$ cat src/rtl/uart_tx_pkg.sv
// uart_tx_pkg: shared FSM state type, parity mode constants and parity helper
// for uart_tx_param and its sub-modules. No ports.
package uart_tx_pkg;
   typedef enum logic [2:0] {IDLE, START, DATA, PARITY, STOP} state_t;
   localparam int PAR_NONE = 0;
   localparam int PAR_ODD  = 1;
   localparam int PAR_EVEN = 2;
   // Word is zero-extended to 9 bits, so unused upper bits do not disturb the XOR.
   function automatic logic calc_parity(input logic [8:0] word, input int mode);
      return (mode == PAR_ODD) ? ~^word : ^word;
   endfunction
endpackage

$ cat src/rtl/uart_tx_fifo.sv
// uart_tx_fifo: synchronous FIFO feeding the UART transmitter.
// Ports: clk/rst (sync active-high), push/wdata (ignored while full),
// pop/rdata (show-ahead read, ignored while empty), full, empty, count.
module uart_tx_fifo #(
   parameter int WIDTH = 8,
   parameter int DEPTH = 4
) (
   input  logic                     clk,
   input  logic                     rst,
   input  logic                     push,
   input  logic                     pop,
   input  logic [WIDTH-1:0]         wdata,
   output logic [WIDTH-1:0]         rdata,
   output logic                     full,
   output logic                     empty,
   output logic [$clog2(DEPTH):0]   count
);
   localparam int AW = $clog2(DEPTH);
   logic [WIDTH-1:0] mem [DEPTH];
   logic [AW-1:0] wr_ptr, rd_ptr;
   logic do_push, do_pop;
   assign full    = count == (AW+1)'(DEPTH);
   assign empty   = count == '0;
   assign do_push = push && !full;
   assign do_pop  = pop && !empty;
   assign rdata   = mem[rd_ptr];
   always_ff @(posedge clk) begin
      if (do_push) mem[wr_ptr] <= wdata;
   end
   // Pointers wrap naturally because DEPTH is a power of two.
   always_ff @(posedge clk) begin
      if (rst) begin
         wr_ptr <= '0;
         rd_ptr <= '0;
         count  <= '0;
      end else begin
         if (do_push) wr_ptr <= wr_ptr + 1'b1;
         if (do_pop) rd_ptr <= rd_ptr + 1'b1;
         count <= count + (AW+1)'(do_push) - (AW+1)'(do_pop);
      end
   end
endmodule

$ cat src/rtl/uart_tx_param.sv
// uart_tx_param: parametrised LSB-first UART transmitter with input FIFO.
// Ports: tx_clk, RST (sync active-high), tx_data/tx_valid/tx_ready push handshake,
// tx_output serial line (idle high), tx_busy, clk_count baud counter, fifo_count.
// Optional macro UART_TX_CTS_EN adds tx_cts; new frames start only while it is high.
module uart_tx_param
   import uart_tx_pkg::*;
#(
   parameter int DATA_BITS    = 8,
   parameter int CLKS_PER_BIT = 434,
   parameter int PARITY_MODE  = 0,
   parameter int STOP_BITS    = 1,
   parameter int FIFO_DEPTH   = 4
) (
   input  logic                              tx_clk,
   input  logic                              RST,
`ifdef UART_TX_CTS_EN
   input  logic                              tx_cts,
`endif
   input  logic [DATA_BITS-1:0]              tx_data,
   input  logic                              tx_valid,
   output logic                              tx_ready,
   output logic                              tx_output,
   output logic                              tx_busy,
   output logic [$clog2(CLKS_PER_BIT)-1:0]   clk_count,
   output logic [$clog2(FIFO_DEPTH):0]       fifo_count
);
   localparam int CW = $clog2(CLKS_PER_BIT);
   localparam logic [CW-1:0] LAST = CW'(CLKS_PER_BIT - 1);
   state_t state;
   logic [DATA_BITS-1:0] shift, rdata;
   logic [3:0] bit_idx;
   logic stop_idx, par, cts, full, empty, bit_end, frame_end, pop;
`ifdef UART_TX_CTS_EN
   assign cts = tx_cts;
`else
   assign cts = 1'b1;
`endif
   assign tx_ready  = !full;
   assign bit_end   = clk_count == LAST;
   assign frame_end = state == STOP && bit_end && stop_idx == 1'(STOP_BITS - 1);
   // Pop from IDLE, or straight out of the last stop bit for gapless frames.
   assign pop = !empty && cts && (state == IDLE || frame_end);
   uart_tx_fifo #(.WIDTH(DATA_BITS), .DEPTH(FIFO_DEPTH)) u_fifo (
      .clk   (tx_clk),
      .rst   (RST),
      .push  (tx_valid),
      .pop   (pop),
      .wdata (tx_data),
      .rdata (rdata),
      .full  (full),
      .empty (empty),
      .count (fifo_count)
   );
   always_ff @(posedge tx_clk) begin
      if (RST) begin
         state     <= IDLE;
         tx_output <= 1'b1;
         tx_busy   <= 1'b0;
         clk_count <= '0;
         bit_idx   <= '0;
         stop_idx  <= 1'b0;
         shift     <= '0;
         par       <= 1'b0;
      end else if (pop) begin
         state     <= START;
         tx_output <= 1'b0;
         tx_busy   <= 1'b1;
         clk_count <= '0;
         shift     <= rdata;
         par       <= calc_parity(9'(rdata), PARITY_MODE);
      end else if (state == IDLE) begin
         clk_count <= '0;
      end else if (!bit_end) begin
         clk_count <= clk_count + 1'b1;
      end else begin
         clk_count <= '0;
         case (state)
            START: begin
               state     <= DATA;
               bit_idx   <= '0;
               tx_output <= shift[0];
               shift     <= shift >> 1;
            end
            DATA: begin
               if (bit_idx == 4'(DATA_BITS - 1)) begin
                  state     <= (PARITY_MODE != PAR_NONE) ? PARITY : STOP;
                  tx_output <= (PARITY_MODE != PAR_NONE) ? par : 1'b1;
                  stop_idx  <= 1'b0;
               end else begin
                  bit_idx   <= bit_idx + 1'b1;
                  tx_output <= shift[0];
                  shift     <= shift >> 1;
               end
            end
            PARITY: begin
               state     <= STOP;
               tx_output <= 1'b1;
               stop_idx  <= 1'b0;
            end
            STOP: begin
               if (stop_idx == 1'(STOP_BITS - 1)) begin
                  state   <= IDLE;
                  tx_busy <= 1'b0;
               end else begin
                  stop_idx <= 1'b1;
               end
            end
            default: state <= IDLE;
         endcase
      end
   end
endmodule

$ cat config.mk
export PLATFORM = sky130hd
export DESIGN_NAME = uart_tx_param
export DESIGN_NICKNAME = d
export VERILOG_FILES = /design/src/rtl/uart_tx_pkg.sv /design/src/rtl/uart_tx_fifo.sv /design/src/rtl/uart_tx_param.sv
export SDC_FILE = /design/constraint.sdc
export NUM_CORES = 1
export LEC_CHECK = 0
export BUFFER_PORTS_ARGS = -buffer_cell sky130_fd_sc_hd__buf_4
export CORE_ASPECT_RATIO = 0.6
export CORE_MARGIN = 2
export CORE_UTILIZATION = 30
export DETAILED_ROUTE_END_ITERATION = 12
export PLACE_DENSITY = 0.47
export REMOVE_ABC_BUFFERS = 1
export SLEW_MARGIN = 20
export SYNTH_ARGS = -nofsm -noshare
export SYNTH_HDL_FRONTEND = slang
export SYNTH_SLANG_ARGS = --single-unit
$ cat constraint.sdc
create_clock -name tx_clk -period 5.54 [get_ports tx_clk]
set_input_delay 0.831 -clock tx_clk [delete_from_list [all_inputs] [get_ports tx_clk]]
set_output_delay 0.831 -clock tx_clk [all_outputs]
set_load 0.03 [all_outputs]
### Word level (Yosys, flattened, before mapping)

Memories as Yosys holds them, arrays and structs flattened. A register that Yosys moved wholly into a read port is not among the register bits.
Cells that the tools add are included.

| operators by class | value |
|---|---|
| add/subtract/negate cells | 6 |
| equality and inequality tests | 15 |
| muxes and demuxes | 30 |
| bitwise operators | 3 |
| reductions and logical operators | 25 |

Operator list:

| kind | number |
|---|---|
| $mux W8 | 4 |
| $mux W1 | 16 |
| $pmux W8 S2 | 1 |
| $reduce_and A4 Y1 | 4 |
| $pmux W3 S4 | 1 |
| $reduce_and A5 Y1 | 2 |
| $add A9 B1 Y9 const B | 1 |
| $eq A9 B9 Y1 const B | 1 |
| $ne A3 B2 Y1 const B | 3 |
| $pmux W4 S2 | 1 |
| $eq A3 B2 Y1 const B | 2 |
| $eq A3 B3 Y1 const B | 2 |
| $logic_not A3 Y1 | 2 |
| $mux W3 | 2 |
| $ne A2 B2 Y1 const B | 3 |
| $pmux W1 S3 | 2 |
| $reduce_bool A2 Y1 | 3 |
| $reduce_bool A3 Y1 | 2 |
| $logic_and A1 B1 Y1 | 5 |
| $add A2 B1 Y2 const B | 2 |
| $add A4 B1 Y4 const B | 1 |
| $eq A4 B3 Y1 const B | 1 |
| $mux W2 | 2 |
| $mux W4 | 1 |
| other kinds (11) | 15 |

| storage, ports and cells | value |
|---|---|
| bits in registers | 34 |
| RAM bits | 32 |
| bits of input ports | 11 |
| output and inout port bits | 15 |
| logic and storage cells | 91 |
| memories kept | 1 |

Memory list:

| name | depth | width | rd ports | clocked after memory_dff | wr ports | line | text |
|---|---|---|---|---|---|---|---|
| u_fifo.mem | 4 | 8 | 1 | 1 | 1 | uart_tx_fifo.sv:19 | `logic [WIDTH-1:0] mem [DEPTH];` |

### Longest topological paths before layout

Gate-level depths: netlist of the first run.

| depth | value |
|---|---|
| depth in word-level cells | 8 |
| gate-level depth with buffers | 15 |
| mapped depth without buffers | 14 |

### Cells and area by module

From an unflattened synthesis of the first run, not the netlist that was laid out.

| unflattened totals | value |
|---|---|
| cells, all modules | 248 |
| area, all modules | 3,011.6 µm² |

Modules (own cells, without submodules):

| module | instances | cells each | area an instance (µm²) | sequential area each (µm²) |
|---|---|---|---|---|
| uart_tx_fifo | 1 | 93 | 1,634.1 | 1,141.1 |
| uart_tx_param | 1 | 155 | 1,377.6 | 520.5 |

### Least setup slack after synthesis of the first run

No wires, ideal clock.

| path | value |
|---|---|
| path kind | register to register |
| from | reg clk_count[0] |
| to | reg u_fifo.count[2] |
| setup time | 128 ps |
| data arrival time | 2,823 ps |
| required time | 5,412 ps |
| path slack | 2,589 ps |
| cell stages (with the launch flop) | 15 |
| path buffers | 1 |
| clock period less this slack | 2,951 ps |
| cells stage by stage | dfxtp_1 ha_1 and4b_2 a21oi_1 or2_2 inv_1 buf_2 ha_1 inv_1 ha_1 inv_1 fa_1 xor2_1 xnor2_1 nor2_1 |

| on the way | value |
|---|---|
| word-level cells in the longest chain between the ends | 7 |

Ends and longest elaborated chain:

| what | line | text |
|---|---|---|
| start, declared | uart_tx_param.sv:24 | `output logic [$clog2(CLKS_PER_BIT)-1:0] clk_count,` |
| start signal, assigned | uart_tx_param.sv:74 | `clk_count <= clk_count + 1'b1;` |
| $eq A9 B9 Y1 | uart_tx_param.sv:39 | `assign bit_end = clk_count == LAST;` |
| $logic_and A1 B1 Y1 (2 in a row) | uart_tx_param.sv:40 | `assign frame_end = state == STOP && bit_end && stop_idx == 1'(STOP_BITS - 1);` |
| $logic_or A1 B1 Y1 | uart_tx_param.sv:42 | `assign pop = !empty && cts && (state == IDLE \|\| frame_end);` |
| $logic_and A1 B1 Y1 | uart_tx_param.sv:42 |  |
| via pop | uart_tx_param.sv:32 | `logic stop_idx, par, cts, full, empty, bit_end, frame_end, pop;` |
| $logic_and A1 B1 Y1 | uart_tx_fifo.sv:25 | `assign do_pop = pop && !empty;` |
| $sub A3 B1 Y3 | uart_tx_fifo.sv:39 | `count <= count + (AW+1)'(do_push) - (AW+1)'(do_pop);` |
| end signal, assigned | uart_tx_fifo.sv:39 |  |
| end, declared | uart_tx_fifo.sv:16 | `output logic [$clog2(DEPTH):0] count` |

The timed path passes the listed nets, and every way through them passes these cells.
A chain may end at the register's enable or synchronous reset.

### Worst setup path after layout of the first run

| path | value |
|---|---|
| from | reg clk_count[0] |
| to | reg u_fifo.count[2] |

| on the way | value |
|---|---|
| word-level cells in the longest chain between the ends | 7 |

Ends and longest elaborated chain:

| what | line |
|---|---|
| $eq A9 B9 Y1 | uart_tx_param.sv:39 |
| $logic_and A1 B1 Y1 (2 in a row) | uart_tx_param.sv:40 |
| $logic_or A1 B1 Y1 | uart_tx_param.sv:42 |
| $logic_and A1 B1 Y1 | uart_tx_param.sv:42 |
| $logic_and A1 B1 Y1 | uart_tx_fifo.sv:25 |
| $sub A3 B1 Y3 | uart_tx_fifo.sv:39 |

Every way passes these cells.

==> results of run 1 <==
[power by group]
group | leakage [nW] | internal (mW) | switching, mW
Sequential | 0.579 | 0.610 | 0.0707
Combinational | 0.507 | 0.176 | 0.239
Clock | 0.177 | 0.487 | 0.211
Total | 1.26 | 1.27 | 0.521
[metal layers]
layer	up-vias	wire, microns	global-route usage (%)
li1	894	-	-
met1	866	2970	18.2
met2	37	2070	14.8
met3	11	244	3.77
met4	0	129	5.87
met5	-	0	0
[cell usage after synthesis (2+ instances only)]
library cell and instances:
a211oi_1 9, nand3_1 8, buf_2 2, nand2_1 17, inv_1 12, o22ai_1 2
and3_1 4, dfxtp_1 35, clkbuf_1 7, nand4_1 2, o21ai_0 8, nor2_1 32
a21oi_1 6, edfxtp_1 32, xor2_1 5, xnor2_1 10, buf_1 2, ha_1 9
or4_1 2, mux4_2 8
[path summary, 6_finish.rpt]
kind | endpoint | slack, ps | depth (start not counted)
max | u_fifo.count[2] | 2370 | 13
min reg2reg | shift[7] | 470 | 2
min | shift[7] | 470 | 2
max reg2reg | u_fifo.count[2] | 2370 | 13
[area by class of cell]
cell class	count	area [sq um]	area share (%)
Inverter	12	45.0	1.29
Clock inverter	6	138	3.95
Tap cell	130	163	4.66
Clock buffer	10	229	6.57
Sequential cell	67	1660	47.6
Timing Repair Buffer	25	188	5.38
Multi-Input combinational cell	146	1060	30.5
[kinds of logic after synthesis]
| group | count (synthesis) | share of synthesized area [%] |
|---|---|---|
| flip-flops | 67 | 58.8 |
| AND/OR/NAND/NOR | 81 | 14.4 |
| adder cells (fa/ha/maj) | 10 | 4.69 |
| buffers and inverters | 24 | 3.54 |
| multiplexers | 9 | 6.73 |
| XOR/XNOR | 15 | 4.65 |
| AO/OA/AOI/OAI | 31 | 7.13 |
[registers in the layout (all words and copies together) (netlist names), 2 cells and up, named ones only]
| name | count |
|---|---|
| u_fifo.rd_ptr | 2 |
| u_fifo.mem | 32 |
| state | 3 |
| clk_count | 9 |
| shift | 8 |
| bit_idx | 4 |
| u_fifo.count | 3 |
| u_fifo.wr_ptr | 2 |
[critical path: cells and delay by family (launching register included)]
| family | cells | cell delay [ps] |
|---|---|---|
| adder cells (fa/ha/maj) | 4 | 980 |
| AND/OR/NAND/NOR | 3 | 730 |
| buffers and inverters | 3 | 480 |
| flip-flops | 1 | 430 |
| XOR/XNOR | 2 | 320 |
| AO/OA/AOI/OAI | 1 | 120 |
==> impl_metrics.csv, run 1 <==
group,metric,value,unit
layout,post_route_cells_drive_above_1_share,20.7,%
synth,synth_cells,237,
synth,synth_edf_count,32,
detailed_routing,post_drt_wl_per_cell,13.7,microns
clocking,cts.htree.levels,3,
clocking,path_clk_slew,60,ps
layout,nFillCells,876,
layout,nets,282,
setup_path,path_max_fanout,12,
layout,areaGrowthSynthToFinish,23.4,%
setup_path,criticalPathCategory,"reg -> reg",
sta,worst_slack,2370,ps
grt,grtUsageTotal,12.0,%
grt,grt_pass1_wl,9140,microns
die,num_rows,27,
die,core-area,0.00916,sq mm
place,io_buffers,25,
grt,antenna_found_initial,0,
synth,syn_avg_cell_area,11.9,sq um
clocking,ctsResizeCount,0,
die,initial_core_util,30.9,%
clocking,cts_buffers,9,
clocking,hold_buffers,0,
sta,tns,0,ps
sta,min_period,3170,ps
clocking,cts_sinks,67,
sta,fin_skew,5.61,ps
setup_path,startpoint,"clk_count[0]",
layout,stdcell_area,0.00349,sq mm
job,drv_cap,0,
hold_path,hold_path_startpoint,"shift[7]",
synth,yosysWarnings,0,
power,leakage,1.26,nW
die,fp.dieH,79.2,microns
die,dieArea,0.0102,sq mm
setup_path,rr_startpoint,"clk_count[0]",
detailed_routing,vias_per_cell,4.57,
sta,fin_worst_hold_slack,473,ps
hold_path,hold_class,"reg -> reg",
power,ir_drop,289,uV
sta,grt_setup_unrepaired,"no",
clocking,cts_setup_buffers,0,
synth,ys_types,45,
setup_path,critPathArrivalTime,3380,ps
layout,final_util,38.1,%
die,die_w,129,microns
setup_path,end_kind,"flop",
sta,timing.fmax,315,MHz
sta,slew_headroom,54.5,%
synth,synth_top_cell_by_area,"edfxtp_1",
place,dp_hpwl,3790,microns
clocking,cts.path.max_buffers,2,
layout,most-common-layout-cells,"35 x dfxtp_1, 32 x nor2_1, 32 x edfxtp_1",
synth,ys_ff_latch,67,
setup_path,slowest_delay,430,ps
synth,ys.flop_type,"dfxtp_1",
layout,layoutNonFillerInstCount,396,
place,place_inst,380,
layout,antenna_cells,0,
die,ios,26,
place,gp_congestion,0.808,
clocking,clock-root-buffer,"clkbuf_16",
detailed_routing,drt_first_pass_iters,4,
detailed_routing,via_count,1808,
synth,synth_area,0.00283,sq mm
grt,overflow,0,
setup_path,cp-start-kind,"flop",
detailed_routing,drc,0,
detailed_routing,routed_wl,5410,microns
clocking,tritoncts,"done",
synth,synth_top_area_share,34.0,%
setup_path,cpMaxStageDelayCell,"dfxtp_1",
synth,synthArstFlopShare,0,%
setup_path,required,5750,ps
place,dpl-instance-area,0.00312,sq mm
synth,yosysSeqAreaShare,58.8,%
detailed_routing,postRouteAntennaNets,0,
grt,grt_pass1_vias,1751,
detailed_routing,drt_iter0_markers,155,
sta,timing.final.hold_violations,0,
synth,synth_area_leaders,"edfxtp_1 34%, dfxtp_1 25%, mux4_2 6.4%",
setup_path,worstPathCellList,"ha_1 > and4b_2 > a21oi_1 > or2_2 > inv_1 > ha_1 > inv_1 > ha_1 > inv_1 > fa_1 > xor2_1 > xnor2_1 > nor2_1",
place,dp_slack,2410,ps
grt,grt_max_degree,27,
sta,worst_pin_slew,683,ps
sta,post-route-period-util,57.3,%
power,p_total,1.79,mW
layout,layout_commonest_cell,"dfxtp_1",
clocking,clock_latency,330,ps
power,powerDensity,514,mW/mm^2
outcome,status,"finished, final reports clean",
sta,setup_viol,0,
sta,drv_slew,0,
Note: power is estimated with default switching activity, not from simulation.
==> run 2: changes to the inputs <==
ABC_AREA = 1   (was default)
clock period = 3.3 ns   (was 5.54 ns; I/O delays follow)
==> run 2 against run 1 <==
- wire length up 18%
- clock power up 34%
- cell area up 6.6%
- first-iteration DRC count up 7.7%
- count of clock-buffer cells in the layout down 1
- die area up 9.9%
- register-to-register slack worse by 1600 ps
- power up 71%
- critical path depth unchanged
- sequential share of layout area down 3.0 points
- critical endpoint unchanged
- highest routed layer unchanged
==> impl_metrics.csv, run 2 <==
group,metric,value,unit
setup_path,end_kind,"flop",
clocking,cts_sinks,67,
clocking,cts.htree.levels,3,
die,dieArea,0.0113,sq mm
synth,yosysSeqAreaShare,53.3,%
detailed_routing,drc,0,
synth,synthArstFlopShare,0,%
synth,synth_top_cell_by_area,"edfxtp_1",
detailed_routing,vias_per_cell,4.31,
detailed_routing,drt_iter0_markers,167,
clocking,hold_buffers,0,
layout,largest_reg_flops,32,
clocking,path_clk_slew,50,ps
layout,areaGrowthSynthToFinish,19.2,%
setup_path,criticalPathCategory,"reg -> reg",
grt,antenna_found_initial,0,
layout,top_register,"u_fifo.mem",
sta,fin_skew,3.92,ps
clocking,clock_latency,330,ps
clocking,cts_buffers,9,
sta,post-route-period-util,77.2,%
clocking,tritoncts,"done",
sta,min_period,2550,ps
place,gp_congestion,0.789,
setup_path,r2r_cells,13,
die,die_w,136,microns
synth,synthTopCellsByCount,"78 x nand2_1, 48 x nor2_1, 36 x inv_1",
setup_path,cp-start-kind,"flop",
layout,post_route_cells_drive_above_1_share,15.9,%
synth,synth_area_leaders,"edfxtp_1 31%, dfxtp_1 22%, nand2_1 9.4%",
synth,synth_area,0.00312,sq mm
place,io_buffers,25,
sta,tns,0,ps
detailed_routing,routed_wl,6370,microns
synth,synth_cells,350,
grt,grt_max_degree,27,
synth,ys_ff_latch,67,
detailed_routing,postRouteAntennaNets,0,
sta,worst_pin_slew,888,ps
setup_path,path_max_fanout,26,
detailed_routing,drt_first_pass_iters,4,
sta,setup_viol,0,
sta,slew_headroom,40.6,%
job,drv_cap,0,
synth,yosysWarnings,0,
sta,grt_setup_unrepaired,"no",
grt,grt_pass1_wl,10400,microns
layout,largestRegisters,"u_fifo.mem: 32 flops, clk_count: 9 flops, shift: 8 flops",
setup_path,required,3560,ps
clocking,clock-root-buffer,"clkbuf_16",
synth,synth_edf_count,32,
power,ir_drop,463,uV
setup_path,critPathArrivalTime,2810,ps
die,ios,26,
clocking,ctsResizeCount,0,
die,num_rows,28,
detailed_routing,via_count,2235,
hold_path,hold_class,"in -> reg",
synth,ys_types,33,
synth,synth.most_common_cell,"nand2_1",
hold_path,hold_path_depth,1,
layout,nets,399,
layout,layout_commonest_cell,"nand2_1",
sta,timing.final.hold_violations,0,
outcome,status,"finished, final reports clean",
power,p_total,3.06,mW
grt,overflow,0,
synth,ys.flop_type,"dfxtp_1",
layout,most-common-layout-cells,"78 x nand2_1, 48 x nor2_1, 36 x inv_1",
die,fp.dieH,83.0,microns
clocking,cts.path.max_buffers,2,
die,core-area,0.00998,sq mm
detailed_routing,post_drt_wl_per_cell,12.3,microns
layout,antenna_cells,0,
die,initial_core_util,31.2,%
synth,synth_top_area_share,30.8,%
power,powerDensity,824,mW/mm^2
grt,grt_pass1_vias,2052,
grt,grtUsageTotal,12.2,%
synth,syn_avg_cell_area,8.91,sq um
place,dp_hpwl,4510,microns
sta,drv_slew,0,
clocking,cts_setup_buffers,0,
power,leakage,1.53,nW
sta,timing.fmax,393,MHz
run 2: cell count changes after synthesis, sizes merged, moves of 9 or more:
cell    previous run  this run
a21oi              6        16
inv               12        39
a211oi             9         0
nor2              32        52
nand3              8        26
nand2             18        87
o21ai              8        23
run 2: cell type report:
cell class,count,area [sq um]
Clock buffer,9,225
Clock inverter,7,68.8
Inverter,39,146
Sequential cell,67,1660
Timing Repair Buffer,26,195
Tap cell,135,169
Fill cell,1005,6270
Multi-Input combinational cell,235,1250
run 2: worst paths after layout:
kind | start | end | slack, ps
worst max-delay path | u_fifo.count[1] | u_fifo.count[2] | 750
worst min-delay path | tx_data[3] | u_fifo.mem[3][3] | 360
worst max register to register | u_fifo.count[1] | u_fifo.count[2] | 750
worst min register to register | shift[7] | shift[7] | 480
run 2: through the flow:
step                std cells  utilization (%)  worst slack (ps)  area [sq um]  hold slack (ps)
floorplan                 341                -               779          3060              451
global placement          502             34.3               870          3420              466
detailed placement        502             34.3               724          3420              474
CTS                       518             37.2               708          3720              351
global route              518             37.2               445          3720              351
finish                    518             37.2               753          3720              365
run 2: cells by family after synthesis:
group	share of synthesized area (%)
fa+ha+maj	4.25
simple gates	26.8
buf+inv	6.58
xor+xnor	2.25
flops	53.3
compound gates	6.82
run 2: worst max-delay path: stages, from the launching register on:
cell and delay, ps:
dfxtp_1 420, inv_1 80, nand3b_1 140, and2_1 400, nand2_8 190, inv_1 140, ha_1 230, inv_1 60
ha_1 130, inv_1 40, fa_1 360, inv_1 70, o21ai_0 80, a21oi_1 130
run 2: per-layer routing:
layer	wire length, microns	vias up	share of wire [%]	GRT usage [%]
met4	121	0	1.9	5.11
met1	3620	1002	57	19.2
li1	-	1188	-	-
met3	257	10	4.0	4.09
met2	2370	35	37	14.7
met5	0	-	0	0
run 2: where the power goes:
| part | internal (mW) | leakage, nW | switching (mW) | total (mW) |
|---|---|---|---|---|
| Clock | 0.581 | 0.143 | 0.352 | 0.933 |
| Sequential | 1.02 | 0.580 | 0.0841 | 1.11 |
| Combinational | 0.344 | 0.804 | 0.682 | 1.03 |
==> run 3: changes to the inputs <==
PLACE_DENSITY = 0.48   (was 0.47)
clock period = 2.3 ns   (was 3.3 ns; I/O delays follow)
==> run 3 against run 2 <==
- fmax grew 21%
- non-clock buffer count grew 19
- wire length shrank 0.35%
- clock power grew 53%
- sequential share of layout area shrank 1.9 points
- power grew 49%
- via count grew 3.9%
- die area is the same
- first-iteration DRC count grew 12%
- hold slack lost 150 ps
- sequential cell count is the same
- largest cell class unchanged
- highest routed layer unchanged
==> impl_metrics.csv, run 3 (same netlist as run 2, synthesis figures left out) <==
group,metric,value,unit
outcome,status,"finished, final reports clean",
setup_path,r2r_setup_slack,200,ps
layout,nets,418,
sta,grt_setup_unrepaired,"no",
place,dp_hpwl,4520,microns
setup_path,end_kind,"flop",
sta,fin_skew,3.90,ps
die,dieArea,0.0113,sq mm
detailed_routing,routed_wl,6340,microns
die,die_w,136,microns
clocking,clock_latency,330,ps
grt,overflow,0,
sta,tns,0,ps
die,fp.dieH,83.0,microns
sta,min_period,2100,ps
grt,grtUsageTotal,12.2,%
detailed_routing,post_drt_wl_per_cell,11.8,microns
clocking,cts_sinks,67,
sta,drv_slew,0,
detailed_routing,drc,0,
grt,grt_pass1_vias,2120,
layout,top_register,"u_fifo.mem",
die,ios,26,
power,p_total,4.57,mW
detailed_routing,via_count,2322,
layout,areaGrowthSynthToFinish,24.6,%
layout,layout_commonest_cell,"nand2_1",
power,ir_drop,714,uV
setup_path,critPathArrivalTime,2320,ps
clocking,path_clk_slew,60,ps
layout,antenna_cells,0,
sta,slew_headroom,63.3,%
grt,grt_pass1_wl,10600,microns
die,initial_core_util,31.2,%
place,io_buffers,25,
sta,timing.final.hold_violations,0,
layout,post_route_cells_drive_above_1_share,20.4,%
power,powerDensity,1180,mW/mm^2
detailed_routing,drt_first_pass_iters,5,
die,core-area,0.00998,sq mm
layout,most-common-layout-cells,"78 x nand2_1, 48 x nor2_1, 45 x buf_4",
sta,post-route-period-util,91.3,%
sta,timing.fmax,476,MHz
place,gp_congestion,0.748,
clocking,cts_buffers,9,
sta,setup_viol,0,
detailed_routing,vias_per_cell,4.32,
sta,worst_pin_slew,550,ps
setup_path,path_max_fanout,3,
detailed_routing,postRouteAntennaNets,0,
clocking,clock-root-buffer,"clkbuf_16",
grt,antenna_found_initial,0,
setup_path,cp-start-kind,"flop",
clocking,cts.htree.levels,3,
setup_path,criticalPathCategory,"reg -> reg",
hold_path,hold_class,"in -> reg",
detailed_routing,drt_iter0_markers,187,
grt,grt_max_degree,26,
clocking,tritoncts,"done",
die,num_rows,28,
layout,largest_reg_flops,32,
clocking,hold_buffers,0,
job,drv_cap,0,
layout,largestRegisters,"u_fifo.mem: 32 flops, clk_count: 9 flops, shift: 8 flops",
clocking,cts.path.max_buffers,2,
power,leakage,1.63,nW
setup_path,required,2520,ps
-- run 3: cell types whose count changed in the layout (fill, tap and decap cells not counted), sizes merged --
cell,change
clkinv,-3
clkbuf,+2
bufinv,+1
buf,+19
-- run 3: layer usage --
metal | vias to the layer above | wire length (microns) | track usage [%]
met4 | 0 | 63 | 3.69
li1 | 1225 | - | -
met2 | 43 | 2510 | 15.3
met3 | 4 | 332 | 4.82
met5 | - | 0 | 0
met1 | 1050 | 3440 | 18.7
-- run 3: repair_timing --
action,in CTS,in global routing
hold endpoints to repair,0,0
endpoints found under the setup margin,0,2
buffers inserted,0,4
gates resized for setup,0,4
-- run 3: path summary, 6_finish.rpt --
check,from,to,depth (start not counted)
worst max-delay path,clk_count[1],u_fifo.count[1],14
worst min-delay path,tx_data[3],u_fifo.mem[2][3],1
worst max register to register,clk_count[1],u_fifo.count[1],14
worst min register to register,tx_busy,tx_busy,2
-- run 3: area by class of cell --
class	count	area [sq um]
fill	1000	6100
sequential	67	1660
multi-input combinational	235	1260
timing repair buffer	45	338
clock buffer	11	233
tap	135	169
inverter	39	149
clock inverter	5	77.6
-- run 3: critical path: stages (launching register included) --
cell and delay, ps:
dfxtp_1 310, inv_1 50, ha_2 180, nand2_1 60, nor2_2 120, nand2_4 80, nand2_8 80, nand2_8 50
inv_4 60, ha_1 210, inv_1 60, ha_1 130, inv_1 50, fa_2 510, nor2_1 40
-- run 3: power breakdown --
part / leakage, nW / internal, mW / total [mW] / switching, mW
Clock: 0.150 / 0.945 / 1.43 / 0.486
Sequential: 0.580 / 1.47 / 1.58 / 0.114
Combinational: 0.896 / 0.571 / 1.56 / 0.989
-- run 3: metrics by stage --
step                      instance area [sq um]  util, %  hold slack, ps  cells  setup WS, ps
after floorplan                            3060        -             412    341          -221
after global placement                     3540     35.4             471    517          91.1
after detailed placement                   3540     35.4             469    517          71.1
after CTS                                  3850     38.5             208    533          54.1
after global routing                       3880     38.9             209    537          39.4
final                                      3880     38.9             218    537           200
